### config.mk
export PLATFORM = sky130hd
export DESIGN_NAME = bitmask_decode_arbiter
export DESIGN_NICKNAME = d
export VERILOG_FILES = /design/src/rtl/bitmask_decode_arbiter.sv
export SDC_FILE = /design/constraint.sdc
export NUM_CORES = 1
export LEC_CHECK = 0
export CAP_MARGIN = 0
export CORE_ASPECT_RATIO = 1.25
export CORE_MARGIN = 8
export CORE_UTILIZATION = 30
export CTS_CLUSTER_DIAMETER = 30
export DETAILED_ROUTE_END_ITERATION = 10
export GPL_TIMING_DRIVEN = 0
export PLACE_DENSITY_LB_ADDON = 0.15
export SLEW_MARGIN = 0
export SYNTH_ARGS = -nofsm -noshare
export SYNTH_HDL_FRONTEND = slang
export SYNTH_SLANG_ARGS = --single-unit
### constraint.sdc
create_clock -name clk -period 8.9 [get_ports clk]
set_input_delay 1.335 -clock clk [delete_from_list [all_inputs] [get_ports clk]]
set_output_delay 1.335 -clock clk [all_outputs]
set_load 0.02 [all_outputs]
### src/rtl/bitmask_decode_arbiter.sv
// Two-requester round-robin front end sharing one staged bitmask decoder (logical-imm / bitfield).
// Define BITMASK_ARB_PERF_EN to add saturating per-requester grant and stall counters.
module bitmask_decode_arbiter #(
    parameter int unsigned M     = 64,
    parameter int unsigned TAG_W = 7
) (
    input  logic                  clk,
    input  logic                  rst,
    input  logic                  flush,
    input  logic [1:0]            req_valid,
    output logic [1:0]            req_ready,
    input  logic [1:0]            req_immN,
    input  logic [1:0][5:0]       req_imms,
    input  logic [1:0][5:0]       req_immr,
    input  logic [1:0][TAG_W-1:0] req_tag,
    output logic [1:0]            resp_valid,
    input  logic [1:0]            resp_ready,
    output logic [1:0][M-1:0]     resp_wmask,
    output logic [1:0][M-1:0]     resp_tmask,
    output logic [1:0][TAG_W-1:0] resp_tag,
    output logic [1:0]            resp_illegal
`ifdef BITMASK_ARB_PERF_EN
    ,
    output logic [1:0][31:0]      perf_grants,
    output logic [1:0][31:0]      perf_stalls
`endif
);

    logic             s1_valid;
    logic             s1_owner;
    logic             s1_immN;
    logic [5:0]       s1_imms;
    logic [5:0]       s1_immr;
    logic [TAG_W-1:0] s1_tag;
    logic             rr_last;

    logic             s1_advance;
    logic             can_grant;
    logic             pick;
    logic [1:0]       grant;
    logic [1:0]       load;

    always_comb begin
        s1_advance = s1_valid && (!resp_valid[s1_owner] || resp_ready[s1_owner]);
        can_grant  = (!s1_valid || s1_advance) && !flush;
        grant      = '0;
        pick       = 1'b0;
        if (can_grant) begin
            case (req_valid)
                2'b01: begin
                    grant = 2'b01;
                    pick  = 1'b0;
                end
                2'b10: begin
                    grant = 2'b10;
                    pick  = 1'b1;
                end
                2'b11: begin
                    pick  = ~rr_last;
                    grant = rr_last ? 2'b01 : 2'b10;
                end
                default: ;
            endcase
        end
        load[0] = s1_advance && !s1_owner;
        load[1] = s1_advance && s1_owner;
    end

    assign req_ready = grant;

    always_ff @(posedge clk) begin
        if (rst) begin
            s1_valid <= 1'b0;
            s1_owner <= 1'b0;
            s1_immN  <= 1'b0;
            s1_imms  <= '0;
            s1_immr  <= '0;
            s1_tag   <= '0;
            rr_last  <= 1'b1;
        end else if (flush) begin
            s1_valid <= 1'b0;
        end else if (|grant) begin
            s1_valid <= 1'b1;
            s1_owner <= pick;
            s1_immN  <= req_immN[pick];
            s1_imms  <= req_imms[pick];
            s1_immr  <= req_immr[pick];
            s1_tag   <= req_tag[pick];
            rr_last  <= pick;
        end else if (s1_advance) begin
            s1_valid <= 1'b0;
        end
    end

    logic [6:0]   dec_vec;
    logic [2:0]   dec_len;
    logic         dec_none;
    logic [5:0]   levels;
    logic [5:0]   s_val;
    logic [5:0]   r_val;
    logic [5:0]   d_val;
    logic [5:0]   pos;
    logic         dec_illegal;
    logic [M-1:0] dec_wmask;
    logic [M-1:0] dec_tmask;

    // Per-bit form of Replicate(ROR(Ones(S+1),R)) / Replicate(Ones(d+1)); levels doubles as esize-1.
    always_comb begin
        dec_vec  = {s1_immN, ~s1_imms};
        dec_len  = '0;
        dec_none = 1'b1;
        for (int unsigned b = 0; b < 7; b++) begin
            if (dec_vec[b]) begin
                dec_len  = 3'(b);
                dec_none = 1'b0;
            end
        end
        levels      = 6'((7'd1 << dec_len) - 7'd1);
        s_val       = s1_imms & levels;
        r_val       = s1_immr & levels;
        d_val       = (s_val - r_val) & levels;
        dec_illegal = dec_none || (dec_len == 3'd0) || (!s1_owner && (s_val == levels));
        dec_wmask   = '0;
        dec_tmask   = '0;
        pos         = '0;
        for (int unsigned k = 0; k < M; k++) begin
            pos          = 6'(k) & levels;
            dec_wmask[k] = (((pos + r_val) & levels) <= s_val);
            dec_tmask[k] = (pos <= d_val);
        end
        if (dec_illegal) begin
            dec_wmask = '0;
            dec_tmask = '0;
        end
    end

    always_ff @(posedge clk) begin
        if (rst) begin
            resp_valid   <= '0;
            resp_wmask   <= '0;
            resp_tmask   <= '0;
            resp_tag     <= '0;
            resp_illegal <= '0;
        end else begin
            for (int unsigned i = 0; i < 2; i++) begin
                if (flush) begin
                    resp_valid[i] <= 1'b0;
                end else if (load[i]) begin
                    resp_valid[i]   <= 1'b1;
                    resp_wmask[i]   <= dec_wmask;
                    resp_tmask[i]   <= dec_tmask;
                    resp_tag[i]     <= s1_tag;
                    resp_illegal[i] <= dec_illegal;
                end else if (resp_ready[i]) begin
                    resp_valid[i] <= 1'b0;
                end
            end
        end
    end

`ifdef BITMASK_ARB_PERF_EN
    always_ff @(posedge clk) begin
        if (rst) begin
            perf_grants <= '0;
            perf_stalls <= '0;
        end else begin
            for (int unsigned i = 0; i < 2; i++) begin
                if (req_valid[i] && grant[i] && (perf_grants[i] != '1)) begin
                    perf_grants[i] <= perf_grants[i] + 32'd1;
                end
                if (req_valid[i] && !grant[i] && (perf_stalls[i] != '1)) begin
                    perf_stalls[i] <= perf_stalls[i] + 32'd1;
                end
            end
        end
    end
`endif

endmodule
==> key figures <==
Outcome
  – Outcome: completed

Cells and area
  – Final nets: 2407
  – Antenna diodes: 0
  – Multi-input logic area: 9250 sq um
  – Register area: 5950 sq um
  – Layout area overhead: 39.7%
  – Share of layout cells above drive strength 1: 0.0671
  – Fill cell count: 5279

STA
  – Max-slew headroom: 0.149
  – Minimum clock period: 6430 ps
  – Setup TNS: 0 ps
  – Slew Viols, Final: 0
  – Fmax: 0.156 GHz
  – Unrepaired setup endpoints after global routing: false
  – Clock skew: 33.9 ps
  – Hold_ws: 449 ps
  – Count of final hold-check violations: 0
  – Final Cycle Share: 0.722
  – # setup viols final: 0
  – Worst Tran Pin Value: 1280 ps

Routing
  – Total Wirelength: 72100 um
  – Total DRC errors in the routed layout: 0
  – Via Count: 15800
  – Via-per-instance ratio: 5.36
  – DR pass1 iterations: 6
  – DRT iter0 DRCs: 1071
  – Residual antenna-violating net count after detailed routing: 0
  – Routed len/inst: 24.4 um

Critical path
  – Crit path capture type: flop
  – Setup CP Type: reg2reg
  – Crit Path Max Fanout: 31
  – Reg2Reg Setup Slack: 2470 ps
  – Buf/Inv on CP: 6
  – Required time of the critical path: 9470 ps
  – Worst stage delay on the critical path: 690 ps
  – Worst EP arrival: 6990 ps
  – CP top delay family: buffers and inverters
  – Critical Path Source Type: flop
  – Ordered list of cells on the worst path: buf_2, and4b_1, buf_2, nand3_1, clkbuf_1, ha_1, buf_6, or4b_4, o211ai_2, clkbuf_1, clkbuf_1, nand2_2, ha_1, a21boi_0, o21a_1, o21ai_0, a22o_1
  – Cell mode on critical path: clkbuf_1
  – CP max stage cell: nand2_2

Power
  – Logic pwr share: 0.240
  – Leakage power: 0.00872 uW
  – Clock share of power: 0.485
  – Seq pwr share: 0.274
  – Pint: 3420 uW
  – Switch share: 0.335
  – P_sw: 1720 uW
  – PD cells: 231 nW/um^2
  – Max IR drop VDD: 0.156 mV

Place
  – Post-DP HPWL: 56700 um
  – PortBufs: 321
  – RD Place Congestion: 0.937

Clock tree
  – Worst-Skew Late Latency: 640 ps
  – Clk buf depth: 3
  – Cts hold-fix bufs: 0
  – Clock sinks: 297
  – Setup Buffers After CTS: 0
  – CTS tree: done
  – Worst-path clk slew: 50 ps
  – Post_cts resized: 0
  – CTS Buf Count: 61
  – Root buf cell: clkbuf_16
  – H-tree Lvls: 2

Synth
  – Synth area leader: dfxtp_1
  – Mean Syn Cell Area: 8.63 sq um
  – Simple-gate area share of the yosys netlist: 0.177
  – Cell Area, Synth: 15900 sq um
  – EDFF count, synth: 0
  – Main combinational cell family by area after synthesis: compound AO/OA/AOI/OAI gates
  – Primary FF master, synth: dfxtp_1
  – Post-Synth XOR/XNOR Area: 0.0364
  – YS warnings: 0
  – Adder-cell area share of the yosys netlist: 0.104
  – Synth area leaders: dfxtp_1 37%, ha_1 10%, a22o_1 7.3%
  – Post-synthesis mux area share: 0.0139
  – Post-synthesis compound-gate area fraction: 0.249
  – Net count after synthesis: 2023
  – Seq/Total Area, Yosys: 0.373
  – Asr flop ratio synth: 0
  – Synth Instances: 1844
  – Synth top area share: 0.373
  – Synth Register Bits: 297
  – Yosys cell types: 68

Floorplan
  – Die Ht: 274 um
  – Die area: 60700 sq um
  – Core area: 52600 sq um
  – I/O pins: 323
  – Initial core utilization: 0.303
  – Row count: 94
  – Chip Width: 222 um

Global routing
  – Largest net degree at the start of global routing: 65
  – Initial antenna violation count: 0
  – First-pass GRT wire length: 106000 um
  – Total GRT Usage: 0.228
  – Remaining Overflow, GRT: 0
  – Vias in the first global route: 16100

Worst hold path
  – Hold crit path type: reg2reg

Flow run
  – Max-Cap Viols: 0
cell families after synthesis:
| family | Yosys count |
|---|---|
| AO/OA/AOI/OAI | 563 |
| XOR/XNOR | 63 |
| adder cells (fa/ha/maj) | 132 |
| buffers and inverters | 181 |
| flip-flops | 297 |
| multiplexers | 22 |
| AND/OR/NAND/NOR | 586 |
final timing paths:
check	start	endpoint	depth (start not counted)
setup / recovery	s1_immN	resp_wmask[3]	17
hold / removal	resp_wmask[78]	resp_wmask[78]	2
setup reg to reg	s1_immN	resp_wmask[3]	17
hold reg to reg	resp_wmask[78]	resp_wmask[78]	2
cell usage after synthesis, drive strengths merged, types with 8 or more instances:
library cell and number:
dfxtp 297, nand2 165, o21ai 158, nor2 149, a22o 133, ha 131, clkbuf 91, a21oi 74
and2 67, nand3 66, inv 60, nor2b 46, xnor2 41, a21boi 37, buf 29, a221o 26
a211oi 24, a22oi 23, nand4 22, mux2i 21, xor2 20, nor3 19, a311oi 12, and3 12
nand2b 12, o31a 9, or3 8
sequential cells by signal (all words and copies together) (netlist names), 2 cells and up:
signal	cells
resp_illegal	2
resp_tag	14
resp_tmask	128
resp_valid	2
resp_wmask	128
s1_immr	6
s1_imms	6
s1_tag	7
tightest hold or removal path, delay by kind of cell, from the launching register on:
kind | cells | cell delay, ps
flops | 1 | 320
compound gates | 1 | 50
simple gates | 1 | 40
cell type report:
cell class,instances,share of cell area
Buffer,120,0.0227
Clock buffer,68,0.0711
Clock inverter,47,0.0305
Inverter,61,0.0103
Multi-Input combinational cell,1366,0.416
Sequential cell,297,0.267
Tap cell,672,0.0378
Timing Repair Buffer,321,0.144
metal layers:
metal / vias to the layer above / global-route usage / part of all wire
met5: - / 0 / 0
met4: 0 / 0.0978 / 0.044
met3: 151 / 0.0518 / 0.061
met2: 556 / 0.399 / 0.49
met1: 7638 / 0.266 / 0.41
li1: 7481 / - / -
through the flow:
step	cell area, sq um	power (uW)	cells	setup slack [ps]	util
finish	22200	5140	2952	2470	0.423
global route	22200	5340	2952	2100	0.423
CTS	22200	5160	2952	2480	0.423
detailed placement	20000	2660	2837	2500	0.380
global placement	20000	2640	2837	1940	0.380
floorplan	15900	2170	1844	4410	-
power by group through the flow:
stage               Clock (uW)  Combinational [uW]  Sequential, uW
finish                    2490                1230            1410
global route              2580                1340            1410
CTS                       2520                1230            1410
detailed placement           0                1220            1440
global placement             0                1200            1430
floorplan                    0                 698            1470
cells in the final DEF (no fill, tap or decap), drive strengths merged, types with 26 or more instances in the layout:
| cell type | count |
|---|---|
| xnor2 | 41 |
| a22o | 133 |
| clkdlybuf4s50 | 321 |
| a21boi | 37 |
| nand2 | 165 |
| clkbuf | 159 |
| a221o | 26 |
| nor2 | 149 |
| and2 | 67 |
| inv | 75 |
| dfxtp | 297 |
| buf | 29 |
| nand3 | 66 |
| ha | 131 |
| a21oi | 74 |
| nor2b | 46 |
| o21ai | 158 |
Note: power is estimated with default switching activity, not from simulation.
==> variant, RTL diff (same settings) <==
Change the parameter `TAG_W` from 7 to 5.
--- a/src/rtl/bitmask_decode_arbiter.sv
+++ b/src/rtl/bitmask_decode_arbiter.sv
@@ -3,5 +3,5 @@
 module bitmask_decode_arbiter #(
     parameter int unsigned M     = 64,
-    parameter int unsigned TAG_W = 7
+    parameter int unsigned TAG_W = 5
 ) (
     input  logic                  clk,
Ports: changed (resized req_tag and resp_tag); port bits go from 323 to 315. The function was not compared with the original's and may differ.
==> variant against the unedited design <==
Synthesized area fell by 3.5%. Die area fell by 3.3%. Critical endpoint is now resp_tmask[123]. Wire length fell by 3.4%. Cell count fell by 4.0%. Power fell by 2.3%. Cell area fell by 3.2%. Sequential cell count fell by 6. Worst setup slack got worse by 0.91 ns.
==> variant: results (changes against the unedited design) <==
<table>
<tr><th>Metric</th><th>Value</th></tr>
<tr><th colspan="2">Layout</th></tr>
<tr><td>Final nets</td><td>2300 (was 2407)</td></tr>
<tr><td>Final Instance Count excl. Fillers</td><td>2833 (was 2952)</td></tr>
<tr><td>Top flop regs</td><td>resp_tmask x128, resp_wmask x128, resp_tag x10 (was resp_tmask x128, resp_wmask x128, resp_tag x14)</td></tr>
<tr><th colspan="2">Critical path</th></tr>
<tr><td>Worst EP arrival</td><td>7.91 ns (was 6.99 ns)</td></tr>
<tr><td>Worst reg2reg startpoint</td><td>s1_imms[5] (was s1_immN)</td></tr>
<tr><td>Critical path fanouts, max</td><td>16 (was 31)</td></tr>
<tr><td>Reg2Reg Capture Point</td><td>resp_tmask[123] (was resp_wmask[3])</td></tr>
<tr><th colspan="2">Placement</th></tr>
<tr><td>Total placed instance area</td><td>19360 sq um (was 19990 sq um)</td></tr>
<tr><td>Dpl hpwl</td><td>53.85 mm (was 56.71 mm)</td></tr>
<tr><td>Final weighted congestion in routability-driven placement</td><td>0.9620 (was 0.9371)</td></tr>
<tr><td>Total placed cells including tap cells</td><td>2722 (was 2837)</td></tr>
<tr><td>Count of input and output buffers</td><td>313 (was 321)</td></tr>
<tr><th colspan="2">Min path</th></tr>
<tr><td>Launch point of the worst hold path</td><td>resp_wmask[127] (was resp_wmask[78])</td></tr>
<tr><th colspan="2">Synth</th></tr>
<tr><td>Cell types with the highest counts after synthesis</td><td>dfxtp_1, nor2_1, nand2_1 (was dfxtp_1, nand2_1, o21ai_0)</td></tr>
<tr><td>Sequential element share of the synthesized area</td><td>37.93% (was 37.34%)</td></tr>
<tr><td>Leading post-synthesis cells by cell area</td><td>dfxtp_1, ha_1, a22o_1 (unchanged)</td></tr>
<tr><td>Avg Cell Area, Syn</td><td>8.796 sq um (was 8.634 sq um)</td></tr>
<tr><td>Number of nets produced by synthesis</td><td>1921 (was 2023)</td></tr>
<tr><th colspan="2">Timing</th></tr>
<tr><td>Relative slew slack</td><td>26.62% (was 14.89%)</td></tr>
<tr><td>Max Clock Skew</td><td>0.06568 ns (was 0.03390 ns)</td></tr>
<tr><td>Worst hold-check slack</td><td>0.4514 ns (was 0.4488 ns)</td></tr>
<tr><th colspan="2">Power</th></tr>
<tr><td>Maximum vdd drop</td><td>0.1628 mV (was 0.1555 mV)</td></tr>
<tr><th colspan="2">Route</th></tr>
<tr><td>Aggregate routed wire length</td><td>69.64 mm (was 72.10 mm)</td></tr>
<tr><th colspan="2">Global routing</th></tr>
<tr><td>Global-route wire length before repair</td><td>101.2 mm (was 105.5 mm)</td></tr>
<tr><td>Number of antenna violations at the first check in global routing</td><td>1 (was 0)</td></tr>
<tr><td>GRT Overall Usage</td><td>22.74% (was 22.82%)</td></tr>
<tr><th colspan="2">Status</th></tr>
<tr><td>Result of the run</td><td>complete, no violations (unchanged)</td></tr>
</table>
## variant: through the flow
step                      total power [mW]  setup slack, ns
after floorplan                      2.168            4.091
after detailed placement             2.661            1.577
final                                5.019            1.557
after CTS                            5.042            1.626
after global placement               2.637            1.669
after global routing                 5.208            1.132
## variant: cell families after synthesis
group / after synthesis / share of synthesized area, %
compound gates: 596 / 27.84
simple gates: 500 / 15.36
flops: 291 / 37.93
buf+inv: 157 / 3.992
fa+ha+maj: 132 / 10.80
xor+xnor: 67 / 3.870
mux: 3 / 0.2037
## variant: per-layer routing
layer	part of all wire (%)	track usage [%]
met1	39	25.10
met2	51	41.39
met3	6.5	4.758
met4	4.2	10.21
met5	0.019	0
## variant: where the power goes
group | switching (mW) | internal, mW | leakage (nW)
sequential | 0.0329 | 1.35 | 2.35
combinational | 0.818 | 0.449 | 5.08
clock | 0.781 | 1.59 | 1.03
## variant: area by class of cell
cell class,instances,area (sq um),area share [%]
clock inverters,34,534.3,2.482
flip-flops and latches,291,5826,27.06
inverters,34,127.6,0.5928
clock buffers,77,1634,7.591
plain buffers,123,485.5,2.255
well taps,658,823.3,3.824
repair buffers,318,3171,14.73
multi-input cells,1298,8926,41.46
## variant: worst max path at each step
stage | from | end | slack [ns]
finish | s1_imms[5] | resp_tmask[123] | 1.56
global route | s1_imms[4] | resp_tmask[46] | 1.13
CTS | s1_imms[5] | resp_tmask[123] | 1.63
detailed placement | s1_imms[5] | resp_tmask[110] | 1.58
global placement | s1_imms[4] | resp_tmask[110] | 1.67
floorplan | s1_imms[4] | resp_wmask[43] | 4.09
## variant: worst max-delay path, stage by stage, from the launching register on
cell      delay, ns
dfxtp_1        0.58
and3b_1        0.27
buf_2          0.31
clkbuf_1       0.53
clkbuf_1       0.65
nand3b_1       0.16
ha_1           0.30
clkbuf_1       0.25
nor2b_1        0.16
clkbuf_1       0.67
ha_1           0.41
nor2b_1        0.14
o21ai_0        0.31
a21oi_1        0.16
o21ai_0        0.41
clkbuf_1       0.59
o21ai_0        0.39
nor2_1         0.67
nand3_1        0.17
a21oi_1        0.17
